## src/rtl/spi_dac_rx.sv

```systemverilog
// rtl/spi_dac_rx.sv - oversampled SPI slave decoding 24-bit LTC2624-style DAC frames; SPI_RX_SDO_EN adds the daisy-chain echo on spi_sdo
module spi_dac_rx #(
  parameter int SYNC_STAGES = 2,
  parameter int DATA_W      = 12
) (
  input  logic                  clk,
  input  logic                  reset_n,
  input  logic                  spi_sck,
  input  logic                  spi_sdi,
  input  logic                  spi_cs_n,
  output logic                  spi_sdo,
  output logic                  frame_valid,
  output logic                  frame_err,
  output logic [3:0]            frame_cmd,
  output logic [3:0]            frame_addr,
  output logic [4*DATA_W-1:0]   dac_out,
  output logic [3:0]            pd
);

  typedef enum logic [1:0] {ST_IDLE, ST_SHIFT, ST_DECODE} state_e;

  logic [1:0]             rst_sync_q;
  logic                   rst_n;
  logic [SYNC_STAGES-1:0] sck_sync_q, sdi_sync_q, cs_sync_q;
  logic                   sck_s, sdi_s, cs_s;
  logic                   sck_prev_q, cs_prev_q;
  logic                   sck_rise, cs_rise, cs_fall;

  state_e                 state_q;
  logic [23:0]            sr_q;
  logic [4:0]             cnt_q;
  logic                   frame_valid_q, frame_err_q;
  logic [3:0]             frame_cmd_q, frame_addr_q;
  logic [3:0][DATA_W-1:0] in_q, out_q;
  logic [3:0]             pd_q;

  logic [3:0]             dec_cmd, dec_addr, ch_mask;
  logic [DATA_W-1:0]      dec_data;
  logic [3:0][DATA_W-1:0] in_d, out_d;
  logic [3:0]             pd_d;
  logic                   sr_pad_unused;

  // Reset asserts immediately but releases two clocks after reset_n rises
  always_ff @(posedge clk or negedge reset_n) begin
    if (!reset_n) rst_sync_q <= 2'b00;
    else          rst_sync_q <= {rst_sync_q[0], 1'b1};
  end
  assign rst_n = rst_sync_q[1];

  // Pin synchronizers plus one history flop for edge detection; cs_n idles high
  always_ff @(posedge clk or negedge rst_n) begin
    if (!rst_n) begin
      sck_sync_q <= '0;
      sdi_sync_q <= '0;
      cs_sync_q  <= '1;
      sck_prev_q <= 1'b0;
      cs_prev_q  <= 1'b1;
    end else begin
      sck_sync_q <= {sck_sync_q[SYNC_STAGES-2:0], spi_sck};
      sdi_sync_q <= {sdi_sync_q[SYNC_STAGES-2:0], spi_sdi};
      cs_sync_q  <= {cs_sync_q[SYNC_STAGES-2:0], spi_cs_n};
      sck_prev_q <= sck_s;
      cs_prev_q  <= cs_s;
    end
  end

  assign sck_s    = sck_sync_q[SYNC_STAGES-1];
  assign sdi_s    = sdi_sync_q[SYNC_STAGES-1];
  assign cs_s     = cs_sync_q[SYNC_STAGES-1];
  assign sck_rise = sck_s & ~sck_prev_q;
  assign cs_rise  = cs_s & ~cs_prev_q;
  assign cs_fall  = ~cs_s & cs_prev_q;

  assign dec_cmd       = sr_q[23:20];
  assign dec_addr      = sr_q[19:16];
  assign dec_data      = sr_q[4 +: DATA_W];
  assign sr_pad_unused = ^sr_q[3:0];

  // Address to channel mask: 0-3 pick one channel, F picks all, others none
  always_comb begin
    ch_mask = 4'b0000;
    case (dec_addr)
      4'h0:    ch_mask = 4'b0001;
      4'h1:    ch_mask = 4'b0010;
      4'h2:    ch_mask = 4'b0100;
      4'h3:    ch_mask = 4'b1000;
      4'hF:    ch_mask = 4'b1111;
      default: ch_mask = 4'b0000;
    endcase
  end

  // Next register contents if the shifted frame were committed now
  always_comb begin
    in_d  = in_q;
    out_d = out_q;
    pd_d  = pd_q;
    for (int i = 0; i < 4; i++) begin
      if (ch_mask[i]) begin
        case (dec_cmd)
          4'h0: in_d[i] = dec_data;
          4'h1: begin out_d[i] = in_q[i]; pd_d[i] = 1'b0; end
          4'h2: in_d[i] = dec_data;
          4'h3: begin in_d[i] = dec_data; out_d[i] = dec_data; pd_d[i] = 1'b0; end
          4'h4: pd_d[i] = 1'b1;
          default: ;
        endcase
      end
    end
    // Write-then-update: the global transfer sees the freshly written input reg
    if (dec_cmd == 4'h2 && ch_mask != 4'b0000) begin
      out_d = in_d;
      pd_d  = 4'b0000;
    end
  end

  // Frame FSM: shift on sck rise, commit or flag the frame when cs_n rises
  always_ff @(posedge clk or negedge rst_n) begin
    if (!rst_n) begin
      state_q       <= ST_IDLE;
      sr_q          <= '0;
      cnt_q         <= '0;
      frame_valid_q <= 1'b0;
      frame_err_q   <= 1'b0;
      frame_cmd_q   <= '0;
      frame_addr_q  <= '0;
      in_q          <= '0;
      out_q         <= '0;
      pd_q          <= '0;
    end else begin
      frame_valid_q <= 1'b0;
      frame_err_q   <= 1'b0;
      case (state_q)
        ST_IDLE: begin
          cnt_q <= '0;
          if (cs_fall) begin
            state_q <= ST_SHIFT;
            sr_q    <= '0;
          end
        end
        ST_SHIFT: begin
          if (cs_rise) begin
            state_q <= ST_DECODE;
            if (cnt_q == 5'd24) begin
              frame_valid_q <= 1'b1;
              frame_cmd_q   <= dec_cmd;
              frame_addr_q  <= dec_addr;
              in_q          <= in_d;
              out_q         <= out_d;
              pd_q          <= pd_d;
            end else begin
              frame_err_q <= 1'b1;
            end
          end else if (sck_rise) begin
            sr_q <= {sr_q[22:0], sdi_s};
            if (cnt_q != 5'd31) cnt_q <= cnt_q + 5'd1;
          end
        end
        ST_DECODE: begin
          cnt_q <= '0;
          if (cs_fall) begin
            state_q <= ST_SHIFT;
            sr_q    <= '0;
          end else begin
            state_q <= ST_IDLE;
          end
        end
        default: state_q <= ST_IDLE;
      endcase
    end
  end

  assign frame_valid = frame_valid_q;
  assign frame_err   = frame_err_q;
  assign frame_cmd   = frame_cmd_q;
  assign frame_addr  = frame_addr_q;
  assign dac_out     = out_q;
  assign pd          = pd_q;

`ifdef SPI_RX_SDO_EN
  logic sck_fall;
  logic sdo_q;
  assign sck_fall = ~sck_s & sck_prev_q;

  // Echo the bit shifted in 24 sck earlier on each sck fall; quiet while deselected
  always_ff @(posedge clk or negedge rst_n) begin
    if (!rst_n)        sdo_q <= 1'b0;
    else if (cs_s)     sdo_q <= 1'b0;
    else if (sck_fall) sdo_q <= sr_q[23];
  end
  assign spi_sdo = sdo_q;
`else
  assign spi_sdo = 1'b0;
`endif

endmodule

```

## config.mk

```make
export PLATFORM = sky130hd
export DESIGN_NAME = spi_dac_rx
export DESIGN_NICKNAME = d
export VERILOG_FILES = /design/src/rtl/spi_dac_rx.sv
export SDC_FILE = /design/constraint.sdc
export NUM_CORES = 1
export LEC_CHECK = 0
export ABC_CLOCK_PERIOD_IN_PS = 9290
export BUFFER_PORTS_ARGS = -buffer_cell sky130_fd_sc_hd__buf_2
export CORE_MARGIN = 5
export CORE_UTILIZATION = 45
export CTS_CLUSTER_SIZE = 28
export DETAILED_ROUTE_END_ITERATION = 10
export PLACE_DENSITY = 0.6
export SLEW_MARGIN = 20
export SYNTH_ARGS = -nofsm -noshare
export SYNTH_HDL_FRONTEND = slang
export SYNTH_SLANG_ARGS = --single-unit
```

## constraint.sdc

```tcl
create_clock -name clk -period 9.29 [get_ports clk]
set_clock_uncertainty 0.2 [all_clocks]
set_input_delay 0.929 -clock clk [delete_from_list [all_inputs] [get_ports clk]]
set_output_delay 0.929 -clock clk [all_outputs]
set_load 0.05 [all_outputs]
```

# After elaboration in Yosys (flattened, before gate mapping)

Index checks and enable logic that the tools add are counted.

Output and inout bits: 63
Input port bits: 5
Logic and storage cells: 119
Register bits: 151

Add/sub/neg operators: 1
Equal/unequal tests: 18
Reduce and logical (&&, ||, !) cells: 27
Multiplexer cells: 42
Bitwise gates (word level): 6

Operators with widths:

| kind                                           | number |
|---|---|
| 2-to-1 mux 12 bit                              | 12 |
| one-hot mux 12 bit (2 select lines)            | 4 |
| 2-to-1 mux 24 bit                              | 3 |
| 2-to-1 mux 48 bit                              | 1 |
| one-hot mux 24 bit (2 select lines)            | 1 |
| AND reduction 5 bit                            | 8 |
| one-hot mux 4 bit (5 select lines)             | 1 |
| == test 4 x 2 -> 1 bit (second input constant) | 4 |
| 2-to-1 mux 5 bit                               | 3 |
| 2-to-1 mux 1 bit                               | 11 |
| inequality test 2 bit (second input constant)  | 5 |
| one-hot mux 5 bit (2 select lines)             | 1 |
| nonzero test 2 bit                             | 5 |
| == test 4 x 1 -> 1 bit (second input constant) | 2 |
| zero test 4 bit                                | 2 |
| AND reduction 4 bit                            | 2 |
| one-hot mux 2 bit (3 select lines)             | 1 |
| nonzero test 3 bit                             | 2 |
| adder 5 x 1 -> 5 bit (second input constant)   | 1 |
| == test 5 bit (second input constant)          | 1 |
| inequality test 5 bit (second input constant)  | 1 |
| == test 4 x 3 -> 1 bit (second input constant) | 1 |
| == test 4 bit (second input constant)          | 1 |
| 2-to-1 mux 2 bit                               | 2 |
| 14 further kinds                               | 19 |

# Longest topological paths before layout

Depth after elaboration: 6
Gate-level depth with buffers: 9
Depth with buffers taken out: 7

# Worst setup path after synthesis

No wires, ideal clock.

Path type: register to register
Start: register cnt_q[0]
End: register cnt_q[3]
Setup time: 0.119 ns
Arrival time: 2.152 ns
Cell stages (with the launch flop): 8
Setup slack: 6.819 ns
Path through: dfrtp_1 -> ha_1 -> and3_1 -> ha_1 -> o41ai_1 -> nand4_1 -> xnor2_1 -> and2_1

Longest elaborated chain between the ends: 5
Elaborated cells on any way between the ends: 8
Those cells by class: 1 x add/sub; 2 x eq/ne; 4 x mux; 1 x reduce/logical

Ends and longest elaborated chain:

| what                               | RTL line | text |
|---|---|---|
| start, declared                    | 31       | `logic [4:0] cnt_q;` |
| start signal, assigned             | 155      | `if (cnt_q != 5'd31) cnt_q <= cnt_q + 5'd1;` |
| adder 5 x 1 -> 5 bit               | 155      |  |
| 2-to-1 mux 5 bit                   | 155      |  |
| 2-to-1 mux 5 bit                   | 153      | `end else if (sck_rise) begin` |
| 2-to-1 mux 5 bit                   | 141      | `if (cs_rise) begin` |
| one-hot mux 5 bit (2 select lines) | 132      | `case (state_q)` |

Several ways; a longest one is shown, not always the timed one. The select of a mux whose other input is x is not followed.
A chain may end at the register's enable or synchronous reset.

# Worst setup path after layout

Start: register state_q[0]
End: register in_q[6] (netlist bit)

Longest elaborated chain between the ends: 2

Ends and longest elaborated chain:

| what                                 | RTL line | text |
|---|---|---|
| start, declared                      | 29       | `state_e state_q;` |
| start signal, assigned               | 119      | `state_q <= ST_IDLE;` |
| start signal, assigned               | 136      | `state_q <= ST_SHIFT;` |
| start signal, assigned               | 142      | `state_q <= ST_DECODE;` |
| == test 2 x 1 -> 1 bit               | 132      |  |
| AND reduction 3 bit (no source line) | n/a      |  |
| end signal, assigned                 | 147      | `in_q <= in_d;` |
| end, declared                        | 34       | `logic [3:0][DATA_W-1:0] in_q, out_q;` |

Every way passes these cells.

==> metrics <==
worst hold path type=in -> async; crit path DAT=slightly above 4 ns; # Post-CTS Setup Buffers=0; Final setup violation count=0; P_leak=~4.0 nW; Worst EP required=around 9.4 ns; crit-path cells=and4bb_2 > and2_1 > nand2_1 > nor2_1 > mux2_2; Worst setup SP type=register; minimum clock period=just under 4 ns; WS Path Type=reg -> reg; outcome=complete, no violations; IO buf count=66; Num CTS Buffers=17; grt total ovfl=0; P&R area growth vs syn=14.4%; initial core utilization=a little under half; most common cell after layout, fill and taps aside=dfrtp_1; commonest cells after routing, fill and taps aside=147 x dfrtp_1, 111 x nand2_1, 66 x buf_2, 56 x mux2_2, 51 x a21oi_1; Synth Flop Type=dfrtp_1; largest delay contributor family on the critical path=simple AND/OR/NAND/NOR gates; die area=between 0.015 and 0.02 mm^2; Synth Area in Compound Gates=20.3%; DRT iter0 DRCs=411; VDD IR max=0.120 mV; Rel. slew slack=between 20% and 30%; Mapped Cells=665; Hold-fix buffers, CTS=0; post-synthesis mux area share=between 10% and 20%; Clock Tree Buf Depth=2; xor-xnor portion of the synthesized cell area=less than 1%; Slew Limit Fails=0; PD cells=roughly 180 mW/mm^2; H-tree depth=4; clock latency on the worst-skew pair=approximately 0.42 ns; layout cell share with drive strength beyond 1=between 20% and 30%; Core Util, Final=52.2%; I/O pins=68; clock-pin slew on the worst setup and hold paths=0.06 ns; worst slew pin tran=1.09 ns; post-DP HPWL=roughly 11000 um; post-synth net total=around 670; post-synthesis cell type count=roughly 50; R2R setup slack=~5.4 ns; f_max=roughly 250 MHz; post-synthesis adder-cell area fraction=0.521%; post-CTS sizing=0; row count=between 40 and 50; drt wl/cell=around 19 um; Core ar.=between 0.015 and 0.02 mm^2; gpl congestion=between 0.8 and 0.9; vias per cell=5.60; CP Buf/Inv Count=0; Die Y=136 um; Pre-antenna DRT Iters=4; Routed Antenna Nets=0; Final Hold Viols=0; ys async rst share=100%; Max-cap violations=0; Final TNS setup=0 ns; Die W=between 100 and 150 um; CTS tree=built; FF-to-FF Start=state_q[0]$_DFFE_PN0P_; pin count of the biggest net entering global routing=76; r2r endpoint=in_q[6]$_DFFE_PN0P_; RSZ-0062 raised after global routing=false; drc violations=0; Fill cells=between 1000 and 1500; Post-Syn Area=roughly 0.0072 mm^2; initial antenna violation count=0; Max stage delay cell, worst path=dfrtp_1; depth of the most critical reg-to-reg path=5; Ys Warns=0; GRT Overall Usage=about a fifth; synthesized flop and latch total=around 150; sequential element share of the synthesized area=between 50% and 60%; DR vias=just over 5000; Routed WL=17700 um; nets=approximately 700; first-pass GRT wire length=between 20000 and 30000 um; # diodes=0; Simple-Gate Fraction of Synth Area=~11%; CP Max Fanout=33; Root Buffer Master=clkbuf_16; Post-synth EDFFs=0; Sink Count=151; crit share post-route=between 40% and 50%; syn avg cell area=around 11 um^2; Worst setup EP type=register; worst stage delay on the critical path=between 0.9 and 1 ns; vias in the first global route=between 5000 and 6000; largest family of logic cells by synthesized area=compound AO/OA/AOI/OAI gates
routing by layer:
metal / up-vias / GRT usage [%] / routed length, um
li1: 2419 / - / -
met1: 2556 / 28.0 / 8090
met2: 147 / 28.6 / 7950
met3: 38 / 4.48 / 1010
met4: 0 / 9.35 / 618
met5: - / 0 / 0
flip-flops by register name (all words and copies together), names as in the netlist:
name and flops:
cnt_q 5, cs_prev_q 1, cs_sync_q 2, dac_out 48, frame_addr 4, frame_cmd 4
frame_err 1, frame_valid 1, in_q 48, pd 4, rst_sync_q 2, sck_prev_q 1
sck_sync_q 2, sdi_sync_q 2, sr_q 24, state_q 2
cells in the mapped netlist, types with 2 or more instances:
cell type	count	area (um^2)
a211o_1	2	17.5
a211oi_2	3	37.5
a21boi_0	42	315
a21boi_1	10	75.1
a21o_1	26	195
a21oi_1	53	265
a221oi_1	7	61.3
a221oi_2	7	105
and2_1	4	25.0
buf_2	27	135
buf_4	5	37.5
buf_6	2	22.5
clkbuf_1	24	90.1
conb_1	2	7.51
dfrtp_1	148	3700
dfstp_2	3	78.8
ha_1	3	37.5
inv_1	4	15.0
mux2_2	56	631
mux2i_1	14	140
nand2_1	111	417
nand3_1	29	145
nand4_1	2	12.5
nor2_1	7	26.3
nor2b_1	3	18.8
o21ai_0	7	35.0
o21ai_1	2	10.0
o21ai_2	4	35.0
o31ai_1	29	218
o31ai_2	3	37.5
or2_2	2	12.5
or3b_1	2	17.5
or3b_2	2	17.5
or4b_4	2	27.5
xnor2_1	2	17.5
metrics by stage:
step           instance area (um^2)  total power [mW]  hold WS [ns]  setup WS [ns]  instances
6_report                       8240              1.51        0.0808           5.37        922
5_1_grt                        8240              1.57        0.0688           5.17        922
4_1_cts                        8210              1.53        0.0648           5.37        922
3_5_place_dp                   7540             0.740         0.136           5.38        891
3_3_place_gp                   7540             0.738         0.138           5.50        891
2_1_floorplan                  7200             0.727         0.131           4.58        665
power breakdown:
group | internal (mW) | leakage [nW] | switching, mW
Sequential | 0.669 | 2.08 | 0.0203
Combinational | 0.0109 | 1.64 | 0.0271
Clock | 0.516 | 0.317 | 0.269
cell type report:
cell class              count  area [um^2]  share of cell area, %
clock buffers              19          453                   5.50
clock inverters            12          224                   2.72
inverters                   4         15.0                  0.182
multi-input cells         451         3140                   38.1
flip-flops and latches    151         3790                   46.0
well taps                 216          270                   3.28
repair buffers             69          353                   4.28
how the worst max path moves through the flow:
stage | slack, ns | to | cells past startpoint | start
finish | 5.37 | in_q[6]$_DFFE_PN0P_ | 5 | state_q[0]$_DFFE_PN0P_
global route | 5.17 | in_q[9]$_DFFE_PN0P_ | 5 | state_q[0]$_DFFE_PN0P_
CTS | 5.37 | in_q[33]$_DFFE_PN0P_ | 5 | state_q[0]$_DFFE_PN0P_
detailed placement | 5.38 | in_q[33]$_DFFE_PN0P_ | 5 | state_q[0]$_DFFE_PN0P_
global placement | 5.50 | in_q[33]$_DFFE_PN0P_ | 5 | state_q[0]$_DFFE_PN0P_
floorplan | 4.58 | cnt_q[0]$_DFFE_PN0P_ | 0 | rst_sync_q[1]$_DFF_PN0_
worst reg2reg max path, delay by kind of cell, from the launching register on:
kind             cells  cell delay, ns
DFF                  1            0.96
muxes                1            0.42
and+or+nand+nor      4            2.23
cells by family after synthesis:
family,after synthesis
AO/OA/AOI/OAI,200
XOR/XNOR,3
adder cells (fa/ha/maj),3
buffers and inverters,63
flip-flops,151
multiplexers,70
other,2
AND/OR/NAND/NOR,173
(Power assumes the default switching activity.)
